--- src/rtl/ifetch_ctrl.sv ---
// ifetch_ctrl: fetch PC owner and prefetch FIFO of {pc, ins} with redirect flush
module ifetch_ctrl #(
  parameter logic [31:0] RESET_PC = 32'h0000_0000,
  parameter int DEPTH = 2
) (
  input  logic        clk,
  input  logic        rst,
  input  logic        fetch_en,
  output logic [31:0] imem_addr,
  input  logic [31:0] imem_ins,
  input  logic        redirect_valid,
  input  logic [31:0] redirect_pc,
  output logic        out_valid,
  input  logic        out_ready,
  output logic [31:0] out_pc,
  output logic [31:0] out_ins,
  output logic        busy
);
  localparam int AW = $clog2(DEPTH);
  logic [31:0] fetch_pc;
  logic [31:0] pc_mem [DEPTH];
  logic [31:0] ins_mem [DEPTH];
  logic [AW-1:0] rd_ptr, wr_ptr;
  logic [AW:0] count;
  logic full, push, pop;
  // full blocks push even when popping, so out_ready never reaches imem_addr
  always_comb begin
    full = count == (AW+1)'(DEPTH);
    push = fetch_en & ~redirect_valid & ~full;
    pop = out_valid & out_ready & ~redirect_valid;
    imem_addr = fetch_pc;
    out_valid = count != 0;
    out_pc = pc_mem[rd_ptr];
    out_ins = ins_mem[rd_ptr];
    busy = out_valid | (fetch_en & ~full);
  end
  always_ff @(posedge clk) begin
    if (rst) begin
      fetch_pc <= RESET_PC;
      rd_ptr <= '0;
      wr_ptr <= '0;
      count <= '0;
      for (int i = 0; i < DEPTH; i++) begin
        pc_mem[i] <= '0;
        ins_mem[i] <= '0;
      end
    end else if (redirect_valid) begin
      fetch_pc <= {redirect_pc[31:2], 2'b00};
      rd_ptr <= '0;
      wr_ptr <= '0;
      count <= '0;
    end else begin
      if (push) begin
        pc_mem[wr_ptr] <= fetch_pc;
        ins_mem[wr_ptr] <= imem_ins;
        wr_ptr <= wr_ptr + 1'b1;
        fetch_pc <= fetch_pc + 32'd4;
      end
      if (pop) rd_ptr <= rd_ptr + 1'b1;
      if (push & ~pop) count <= count + 1'b1;
      else if (pop & ~push) count <= count - 1'b1;
    end
  end
endmodule

--- config.mk ---
export PLATFORM = sky130hd
export DESIGN_NAME = ifetch_ctrl
export DESIGN_NICKNAME = d
export VERILOG_FILES = /design/src/rtl/ifetch_ctrl.sv
export SDC_FILE = /design/constraint.sdc
export NUM_CORES = 1
export LEC_CHECK = 0
export BUFFER_PORTS_ARGS = -buffer_cell sky130_fd_sc_hd__buf_2
export CAP_MARGIN = 20
export CORE_UTILIZATION = 40
export CTS_CLUSTER_DIAMETER = 100
export DETAILED_ROUTE_END_ITERATION = 6
export PLACE_DENSITY = 0.71
export SYNTH_ARGS = -nofsm -noshare
export SYNTH_HDL_FRONTEND = slang
export SYNTH_SLANG_ARGS = --single-unit
--- constraint.sdc ---
create_clock -name clk -period 8.78 [get_ports clk]
set_input_delay 0.439 -clock clk [delete_from_list [all_inputs] [get_ports clk]]
set_output_delay 0.439 -clock clk [all_outputs]
set_load 0.02 [all_outputs]
After elaboration in Yosys (flattened, before gate mapping)
Memories as Yosys holds them, arrays and structs flattened. A register that Yosys moved wholly into a read port is not among the register bits.
Cells that the tools add are included.
Widths: inputs -> output; s select.
- flip-flop bits (word level): 36
- latch bits: 0
- RAM bits: 128
- ROM bits: 0
- input port bits: 69
- output and inout bits: 98
- logic and storage cells: 51
- memories kept: 2
- add/subtract/negate cells: 5
- multiply operators: 0
- divide/modulo/power cells: 0
- magnitude comparators: 0
- equality and inequality tests: 1
- shift-type cells: 0
- multiplexer cells: 20
- bitwise gates (word level): 12
- reductions and logical operators: 6
- memories (memory ; words ; bits a word ; rd ports ; clocked after memory_dff ; write ports ; line ; text):
    ins_mem ; 2 ; 32 ; 1 ; 1 ; 2 ; 22 ; logic [31:0] ins_mem [DEPTH];
    pc_mem ; 2 ; 32 ; 1 ; 1 ; 2 ; 21 ; logic [31:0] pc_mem [DEPTH];
- operator list (cell ; number):
    $mux 32 ; 4
    $reduce_or 32->1 ; 2
    $add 32x3->32 const B ; 1
    $mux 1 ; 14
    $and 1x1->1 ; 7
    $reduce_bool 2->1 ; 3
    $mux 2 ; 2
    $not 1->1 ; 4
    $add 1x1->1 const B ; 2
    $add 2x1->2 const B ; 1
    $eq 2x2->1 const B ; 1
    $reduce_or 2->1 ; 1
    $sub 2x1->2 const B ; 1
    $or 1x1->1 ; 1

Logic depth before layout (Yosys ltp)
Gate-level depths: netlist of run 1.
- depth after elaboration: 9
- mapped depth: 10
- gate-level depth less buffers: 8

Worst setup path after synthesis of run 1
No wires, ideal clock.
- kind: input port to flip-flop
- start point: input port redirect_valid
- end point: memory ins_mem[0][0], enable pin
- setup time: 0.574 ns
- arrival time: 5.703 ns
- required time: 8.206 ns
- slack: 2.503 ns
- stages on the path: 4
- path buffers: 3
- path through: clkbuf_1 -> clkbuf_1 -> clkbuf_1 -> o31ai_1
- RTL lines (element ; line ; text):
    start: declaration ; 11 ; input logic redirect_valid,
    end: declaration ; 22 ;

==> impl_metrics.py, run 1 <==
metrics = {
    "sta": {
        "period_share": 0.286,
        "layout_setup_ws_ps": 6270,
        "clock.fmax_mhz": 398,
        "period_minus_slack_ps": 2510,
        "slew_viol_final": 0,
        "max_slew_margin": 0.361,
        "rsz0062_at_grt": "no",
        "setup_viol": 0,
        "worst_pin_slew_ps": 959,
        "fin_skew_ps": 10.3,
        "hold_viol": 0,
        "final.setup.tns_ps": 0,
    },
    "worst_setup_path": {
        "endpoint": "ins_mem[1][1]$_SDFFCE_PN0P_",
        "critPathLaunchType": "flop",
        "r2r_start": "count[0]$_SDFFE_PP0P_",
        "cp-end-kind": "flop",
        "crit_arrival_ps": 2550,
        "path_class": "flop to flop",
        "reg2reg_slack_ps": 6270,
        "rr_worst_depth": 4,
        "required_ps": 8820,
        "crit_start": "count[0]$_SDFFE_PP0P_",
        "r2r_end": "ins_mem[1][1]$_SDFFCE_PN0P_",
        "cp_max_fo": 62,
    },
    "global_route": {
        "grt_pass1_wl_um": 27200,
        "antenna_found_initial": 0,
        "grt_pass1_vias": 4929,
        "grt_max_degree": 63,
        "grt_usage": 0.183,
        "grt.overflow.total": 0,
    },
    "yosys": {
        "synthCells": 594,
        "post_synth.cell_area_avg_sq_um": 12.6,
        "synth_edf_count": 124,
        "ys_top_cells_by_count": "and2_1, edfxtp_1, mux2_2",
        "yosys.area.top_type_share": 0.497,
        "async_flop_share": 0,
        "ys_ff_latch": 159,
        "yosysUniqueCellTypes": 55,
        "yosys.area.top_type": "edfxtp_1",
        "yosys-top-cells-area": "edfxtp_1, and2_1, dfxtp_1, mux2_2, a311oi_1",
        "synth_ff_type": "edfxtp_1",
        "syn-cell-area_sq_mm": 0.00750,
        "yosysMostFrequentCell": "and2_1",
        "seq_area_frac_synth": 0.590,
        "yosys_warnings": 0,
    },
    "drt": {
        "drt-total-wl_um": 17300,
        "num_vias": 5064,
        "routedWlPerCell_um": 17.7,
        "drt_first_pass_iters": 7,
        "vias_per_cell": 5.18,
        "drc": 15,
        "first_iter_violations": 340,
        "detail-route-antenna-nets": 0,
    },
    "final_layout": {
        "n_antenna_cell": 0,
        "drive_gt1_frac": 0.362,
        "final_cells": 977,
        "final_util": 0.498,
        "fin_area_sq_mm": 0.00903,
        "area_growth_syn_to_layout_pct": 20.4,
        "nNetsFinal": 806,
    },
    "hold_path": {
        "hold_class": "input pin to flop",
    },
    "cts": {
        "cts.htree.levels": 4,
        "ctsHoldBuffers": 0,
        "path_clk_slew_ps": 70,
        "clock_latency_ps": 420,
        "cts.sinks": 159,
        "post_cts_buffers": 0,
        "clk_path_buf_depth": 2,
        "root_buffer": "clkbuf_16",
        "cts_tree": "built",
        "cts_inserted_buffers": 17,
        "ctsResizeCount": 0,
    },
    "floorplan": {
        "die_width_um": 139,
        "die_y_um": 139,
        "die_area_sq_mm": 0.0193,
        "rows": 49,
        "start_util": 0.413,
        "core_area_sq_mm": 0.0181,
        "io_pins": 167,
    },
    "power_and_ir_drop": {
        "leakagePower_uw": 0.00363,
        "ir_drop_mv": 0.117,
        "power_density_mw_per_mm2": 202,
    },
    "placement": {
        "io_buffers": 160,
        "place_ws_ps": 6030,
        "gp_congestion": 0.794,
        "dp_cells": 944,
        "placed_area_sq_mm": 0.00841,
        "dp_hpwl_um": 10800,
    },
    "outcome": {
        "violations": "DRC",
        "status": "finished with violations",
    },
    "run": {
        "cap_viol_max_count": 0,
    },
}
[cells in the final DEF, fill, tap and decap left out, types with 5 or more instances in the layout]
cell type / count
nor2_1: 23
and2_1: 126
nor4_1: 8
mux2_2: 62
o211ai_1: 5
xor2_1: 8
o31ai_1: 8
a31oi_1: 5
dfxtp_1: 34
nor3_1: 10
buf_2: 160
edfxtp_1: 124
and3_1: 7
clkbuf_16: 17
a211oi_1: 7
nand2_1: 14
a311oi_1: 13
nor2b_1: 5
nand3_1: 11
buf_4: 5
nand4_1: 11
or4_1: 9
and4_1: 5
[cell families after synthesis]
| logic type | count (synthesis) | share of synthesized area |
|---|---|---|
| mux | 62 | 0.0931 |
| buf+inv | 52 | 0.0364 |
| fa+ha+maj | 2 | 0.00334 |
| compound gates | 56 | 0.0602 |
| xor+xnor | 12 | 0.0140 |
| simple gates | 250 | 0.202 |
| flops | 159 | 0.590 |
| other cells | 1 | 0.000500 |
[worst max-delay path: stages (launching register included)]
cell	delay [ps]
dfxtp_1	420
nand2b_1	350
nand2_2	250
nor4b_4	280
or2_4	800
[how the worst min path moves through the flow]
stage | start | endpoint | slack [ps] | cells after the start
3_5_place_dp | imem_addr[16]$_SDFFE_PP0P_ | imem_addr[16]$_SDFFE_PP0P_ | 550 | 2
4_1_cts | redirect_pc[18] | imem_addr[18]$_SDFFE_PP0P_ | 270 | 3
6_report | redirect_pc[18] | imem_addr[18]$_SDFFE_PP0P_ | 290 | 3
3_3_place_gp | imem_addr[17]$_SDFFE_PP0P_ | imem_addr[17]$_SDFFE_PP0P_ | 530 | 2
5_1_grt | redirect_pc[18] | imem_addr[18]$_SDFFE_PP0P_ | 290 | 3
2_1_floorplan | rd_ptr$_SDFFE_PP0P_ | flop | 520 | 2
[area by class of cell]
cell class              instances  area, sq um
clock inverters                10          135
repair buffers                166          850
inverters                       5         18.8
fillers                      1616         9120
flip-flops and latches        159         4430
well taps                     229          287
clock buffers                  22          474
multi-input cells             386         2840
[stage by stage]
step	power, uW	hold WS (ps)
3_3_place_gp	1080	533
2_1_floorplan	1010	520
3_5_place_dp	1080	551
5_1_grt	1890	285
4_1_cts	1840	268
6_report	1830	287
[flip-flops by register name, indices dropped and copies added, names as in the netlist, named ones only]
register / flops
ins_mem: 64
count: 2
wr_ptr: 1
rd_ptr: 1
pc_mem: 60
imem_addr: 30
[power breakdown]
group          internal, uW  total [uW]  switching [uW]
sequential              854         883            29.9
clock                   469         762             293
combinational          70.6         183             112
[per-layer routing]
metal	part of all wire	track usage
met5	0	0
met4	0.013	0.0591
met3	0.054	0.0383
met2	0.47	0.302
met1	0.46	0.241
(Power assumes the default switching activity.)
==> inputs of run 2 (changes only) <==
Clock period 8.78 ns to 2.51 ns, I/O delays scaled along.
==> impl_metrics.py, run 2 (synthesis gave the netlist of run 1 again) <==
metrics = {
    "global_route": {
        "grt_usage": 0.189,
        "antenna_found_initial": 0,
        "met2_usage": 0.315,
        "use_met3": 0.0425,
        "grt_max_degree": 63,
        "grt.overflow.total": 0,
        "grtUsageMet1": 0.247,
        "grt_pass1_vias": 5191,
        "grt_busiest_layer": "met2",
        "grt_pass1_wl_um": 28100,
    },
    "sta": {
        "rsz0062_at_grt": "no",
        "period_share": 0.835,
        "period_minus_slack_ps": 2100,
        "setup_viol": 0,
        "max_slew_margin": 0.605,
        "fin_skew_ps": 12.6,
        "final.setup.tns_ps": 0,
        "hold_viol": 0,
        "worst_pin_slew_ps": 592,
        "slew_viol_final": 0,
        "layout_setup_ws_ps": 415,
        "clock.fmax_mhz": 477,
    },
    "final_layout": {
        "area_growth_syn_to_layout_pct": 28.2,
        "nNetsFinal": 865,
        "mostFrequentLayoutCells": "buf_2, and2_1, edfxtp_1",
        "multiInputGateArea_sq_mm": 0.00286,
        "seqCellArea_sq_mm": 0.00443,
        "final_common_cell": "buf_2",
        "fin_area_sq_mm": 0.00961,
        "drive_gt1_frac": 0.353,
        "regMostFlops": "ins_mem",
        "fillCellCount": 1588,
        "n_antenna_cell": 0,
        "largest_reg_flops": 64,
    },
    "drt": {
        "detail-route-antenna-nets": 0,
        "drc": 14,
        "num_vias": 5372,
        "routedWlPerCell_um": 17.3,
        "vias_per_cell": 5.19,
        "drt_first_pass_iters": 7,
        "first_iter_violations": 307,
        "drt-total-wl_um": 17900,
    },
    "cts": {
        "clk_path_buf_depth": 2,
        "clock_latency_ps": 420,
        "cts_tree": "built",
        "path_clk_slew_ps": 60,
        "cts.sinks": 159,
        "root_buffer": "clkbuf_16",
        "post_cts_buffers": 0,
        "cts_inserted_buffers": 17,
        "cts.htree.levels": 4,
    },
    "power_and_ir_drop": {
        "leakagePower_uw": 0.00388,
        "power_density_mw_per_mm2": 650,
        "ir_drop_mv": 0.433,
        "total_power_uw": 6250,
    },
    "placement": {
        "dp_hpwl_um": 11200,
        "place_ws_ps": 443,
        "gp_congestion": 0.801,
        "io_buffers": 160,
        "placed_area_sq_mm": 0.00856,
    },
    "worst_setup_path": {
        "cp-end-kind": "primary output",
        "crit_chain": "buf_12, mux2_2, buf_2",
        "required_ps": 2380,
        "path_class": "flop to primary output",
        "crit_arrival_ps": 1970,
        "critPathMaxStageDelay_ps": 720,
        "cpMaxStageDelayCell": "dfxtp_4",
        "cp_max_fo": 35,
        "critPathLaunchType": "flop",
    },
    "hold_path": {
        "hold_class": "input pin to flop",
    },
    "outcome": {
        "violations": "DRC",
        "status": "finished with violations",
    },
    "run": {
        "cap_viol_max_count": 0,
    },
    "floorplan": {
        "die_y_um": 139,
        "rows": 49,
        "die_area_sq_mm": 0.0193,
        "die_width_um": 139,
        "start_util": 0.413,
        "core_area_sq_mm": 0.0181,
        "io_pins": 167,
    },
}
==> run 2: cell count changes in the layout (fill, tap and decap cells not counted), sizes merged <==
| cell | change |
|---|---|
| buf | +10 |
| bufinv | -2 |
| clkbuf | -1 |
| clkinv | +3 |
| clkinvlp | +1 |
| dlygate4sd3 | +49 |
| inv | -1 |
==> run 2: final cells by class <==
type / count / share of cell area
clock inverter: 11 / 0.00937
sequential: 159 / 0.461
tap: 229 / 0.0298
multi-input combinational: 386 / 0.297
inverter: 5 / 0.00195
clock buffer: 21 / 0.0489
timing repair buffer: 225 / 0.152
==> run 2: worst max-delay path, delay by kind of cell, from the launching register on <==
family                 cells  cell delay, ps
buffers and inverters      2             440
flip-flops                 1             720
multiplexers               1             360
==> run 2: path summary, 6_finish.rpt <==
check	from	end	slack [ps]	cells past startpoint
hold reg to reg	rd_ptr$_SDFFE_PP0P_	flop	560	2
setup / recovery	flop	out_pc[12]	410	3
setup reg to reg	imem_addr[4]$_SDFFE_PP0P_	imem_addr[19]$_SDFFE_PP0P_	420	4
hold / removal	redirect_pc[17]	imem_addr[17]$_SDFFE_PP0P_	30	3
==> run 2: stage by stage <==
| stage | hold WS [ps] | utilization | std cells |
|---|---|---|---|
| after floorplan | 275 | - | 597 |
| after global placement | 411 | 0.472 | 955 |
| after detailed placement | 407 | 0.472 | 955 |
| after CTS | 0.156 | 0.530 | 1036 |
| after global routing | 8.32 | 0.530 | 1036 |
| final | 25.5 | 0.530 | 1036 |
==> run 2: routing by layer <==
metal,part of all wire,vias up
met5,0,-
li1,-,2595
met2,0.48,179
met1,0.44,2580
met4,0.011,0
met3,0.061,18
==> run 2: power breakdown <==
| group | switching [uW] | total, uW | internal, uW |
|---|---|---|---|
| combinational | 415 | 727 | 312 |
| sequential | 101 | 3090 | 2980 |
| clock | 1010 | 2440 | 1430 |
| total | 1530 | 6250 | 4730 |
==> run 2: repair_timing <==
action | in CTS | in global routing
hold buffers | 49 | 0
gates resized for setup | 0 | 0
hold endpoints to repair | 73 | 0
==> inputs of run 3 (changes only) <==
Clock period 2.51 ns to 2.1 ns, I/O delays scaled along.
==> impl_metrics.py, run 3 (synthesis gave the netlist of run 1 again) <==
metrics = {
    "cts": {
        "root_buffer": "clkbuf_16",
        "cts_inserted_buffers": 17,
        "cts.htree.levels": 4,
        "cts_tree": "built",
        "cts.sinks": 159,
        "path_clk_slew_ps": 60,
        "clk_path_buf_depth": 2,
        "clock_latency_ps": 430,
    },
    "global_route": {
        "grt_pass1_wl_um": 28600,
        "grt_usage": 0.192,
        "antenna_found_initial": 0,
        "grt.overflow.total": 0,
        "grt_pass1_vias": 5320,
        "grt_max_degree": 63,
    },
    "worst_setup_path": {
        "required_ps": 2440,
        "crit_arrival_ps": 2290,
        "cpMaxStageDelayCell": "or4_1",
        "critPathMaxStageDelay_ps": 530,
        "crit_start": "imem_addr[13]$_SDFFE_PP0P_",
        "endpoint": "imem_addr[19]$_SDFFE_PP0P_",
        "cp_max_fo": 10,
        "path_class": "flop to flop",
        "reg2reg_slack_ps": 150,
        "r2r_end": "imem_addr[19]$_SDFFE_PP0P_",
        "rr_worst_depth": 4,
        "critPathLaunchType": "flop",
        "cp-end-kind": "flop",
        "r2r_start": "imem_addr[13]$_SDFFE_PP0P_",
        "crit_chain": "and4_1, nand4_2, or4_1, a311oi_1",
    },
    "outcome": {
        "violations": "DRC",
        "status": "finished with violations",
    },
    "final_layout": {
        "n_antenna_cell": 0,
        "area_growth_syn_to_layout_pct": 31.6,
        "mostFrequentLayoutCells": "buf_2, and2_1, edfxtp_1",
        "drive_gt1_frac": 0.364,
        "final_cells": 1056,
        "final_common_cell": "buf_2",
        "largest_reg_flops": 64,
        "regMostFlops": "ins_mem",
        "nNetsFinal": 885,
    },
    "floorplan": {
        "die_y_um": 139,
        "die_area_sq_mm": 0.0193,
        "core_area_sq_mm": 0.0181,
        "io_pins": 167,
        "rows": 49,
        "start_util": 0.413,
        "die_width_um": 139,
    },
    "drt": {
        "first_iter_violations": 462,
        "routedWlPerCell_um": 17.2,
        "detail-route-antenna-nets": 0,
        "drc": 15,
        "vias_per_cell": 5.19,
        "drt-total-wl_um": 18100,
        "drt_first_pass_iters": 7,
        "num_vias": 5480,
    },
    "hold_path": {
        "hold_class": "input pin to flop",
    },
    "power_and_ir_drop": {
        "power_density_mw_per_mm2": 785,
        "leakagePower_uw": 0.00400,
        "ir_drop_mv": 0.545,
    },
    "placement": {
        "dp_hpwl_um": 11700,
        "io_buffers": 160,
        "gp_congestion": 0.810,
        "dp_cells": 970,
    },
    "sta": {
        "hold_viol": 0,
        "rsz0062_at_grt": "no",
        "setup_viol": 0,
        "worst_pin_slew_ps": 501,
        "period_minus_slack_ps": 1950,
        "final.setup.tns_ps": 0,
        "fin_skew_ps": 10.4,
        "hold_slack_ps": 0.491,
        "slew_viol_final": 0,
        "clock.fmax_mhz": 513,
        "period_share": 0.928,
        "max_slew_margin": 0.666,
    },
    "run": {
        "cap_viol_max_count": 0,
    },
}
## run 3: cell types whose count changed in the layout (fill, tap and decap cells not counted)
cell           change
a2111oi_1          +1
clkinv_2           -2
nand3_1            -1
buf_12             +4
bufinv_16          +2
clkbuf_8           -3
nand3_2            +1
dlygate4sd3_1      +5
buf_4             +11
a2111oi_0          -1
inv_6              +2
clkinvlp_4         +1
## run 3: layer usage
| layer | routed length (um) | share of wire | track usage | up-vias |
|---|---|---|---|---|
| met5 | 0 | 0 | 0 | - |
| met4 | 346 | 0.019 | 0.0772 | 0 |
| met3 | 999 | 0.055 | 0.0418 | 23 |
| met2 | 8770 | 0.48 | 0.318 | 183 |
| met1 | 8030 | 0.44 | 0.243 | 2628 |
| li1 | - | - | - | 2646 |
## run 3: worst min path at each step
| stage | start | to | cells after the start |
|---|---|---|---|
| after global placement | redirect_pc[13] | imem_addr[13]$_SDFFE_PP0P_ | 2 |
| after detailed placement | redirect_pc[13] | imem_addr[13]$_SDFFE_PP0P_ | 2 |
| after floorplan | redirect_pc[18] | imem_addr[18]$_SDFFE_PP0P_ | 2 |
| final | redirect_pc[26] | imem_addr[26]$_SDFFE_PP0P_ | 3 |
| after CTS | redirect_pc[26] | imem_addr[26]$_SDFFE_PP0P_ | 3 |
| after global routing | redirect_pc[26] | imem_addr[26]$_SDFFE_PP0P_ | 3 |
## run 3: critical path: cells and delay by family, from the launching register on
kind | cells | cell delay [ps]
DFF | 1 | 480
AOI/OAI and AO/OA | 1 | 260
and+or+nand+nor | 3 | 1130
## run 3: area by class of cell
type                            count  area [sq um]
Clock buffer                       18           429
Inverter                            5          18.8
Sequential cell                   159          4430
Multi-Input combinational cell    386          2860
Timing Repair Buffer              245          1670
Clock inverter                     14           165
Fill cell                        1546          8280
Tap cell                          229           287
## run 3: through the flow
stage | util | area (sq um) | total power (uW) | setup WS (ps)
3_5_place_dp | 0.481 | 8730 | 4600 | 192
4_1_cts | 0.543 | 9860 | 7780 | 168
6_report | 0.544 | 9870 | 7740 | 150
2_1_floorplan | - | 7550 | 4230 | -654
5_1_grt | 0.544 | 9870 | 7990 | 39.9
3_3_place_gp | 0.481 | 8730 | 4580 | 241
## run 3: power breakdown
part           total, uW  internal [uW]  switching [uW]
combinational        940            412             529
sequential          3670           3570             105
clock               3130           1870            1270
total               7740           5840            1900
## run 3: repair_timing
| action | in CTS | in global routing |
|---|---|---|
| hold buffers | 54 | 0 |
| setup endpoints to repair | 0 | 1 |
| hold endpoints to repair | 86 | 0 |
| buffers inserted | 0 | 0 |
| resized for setup | 0 | 2 |
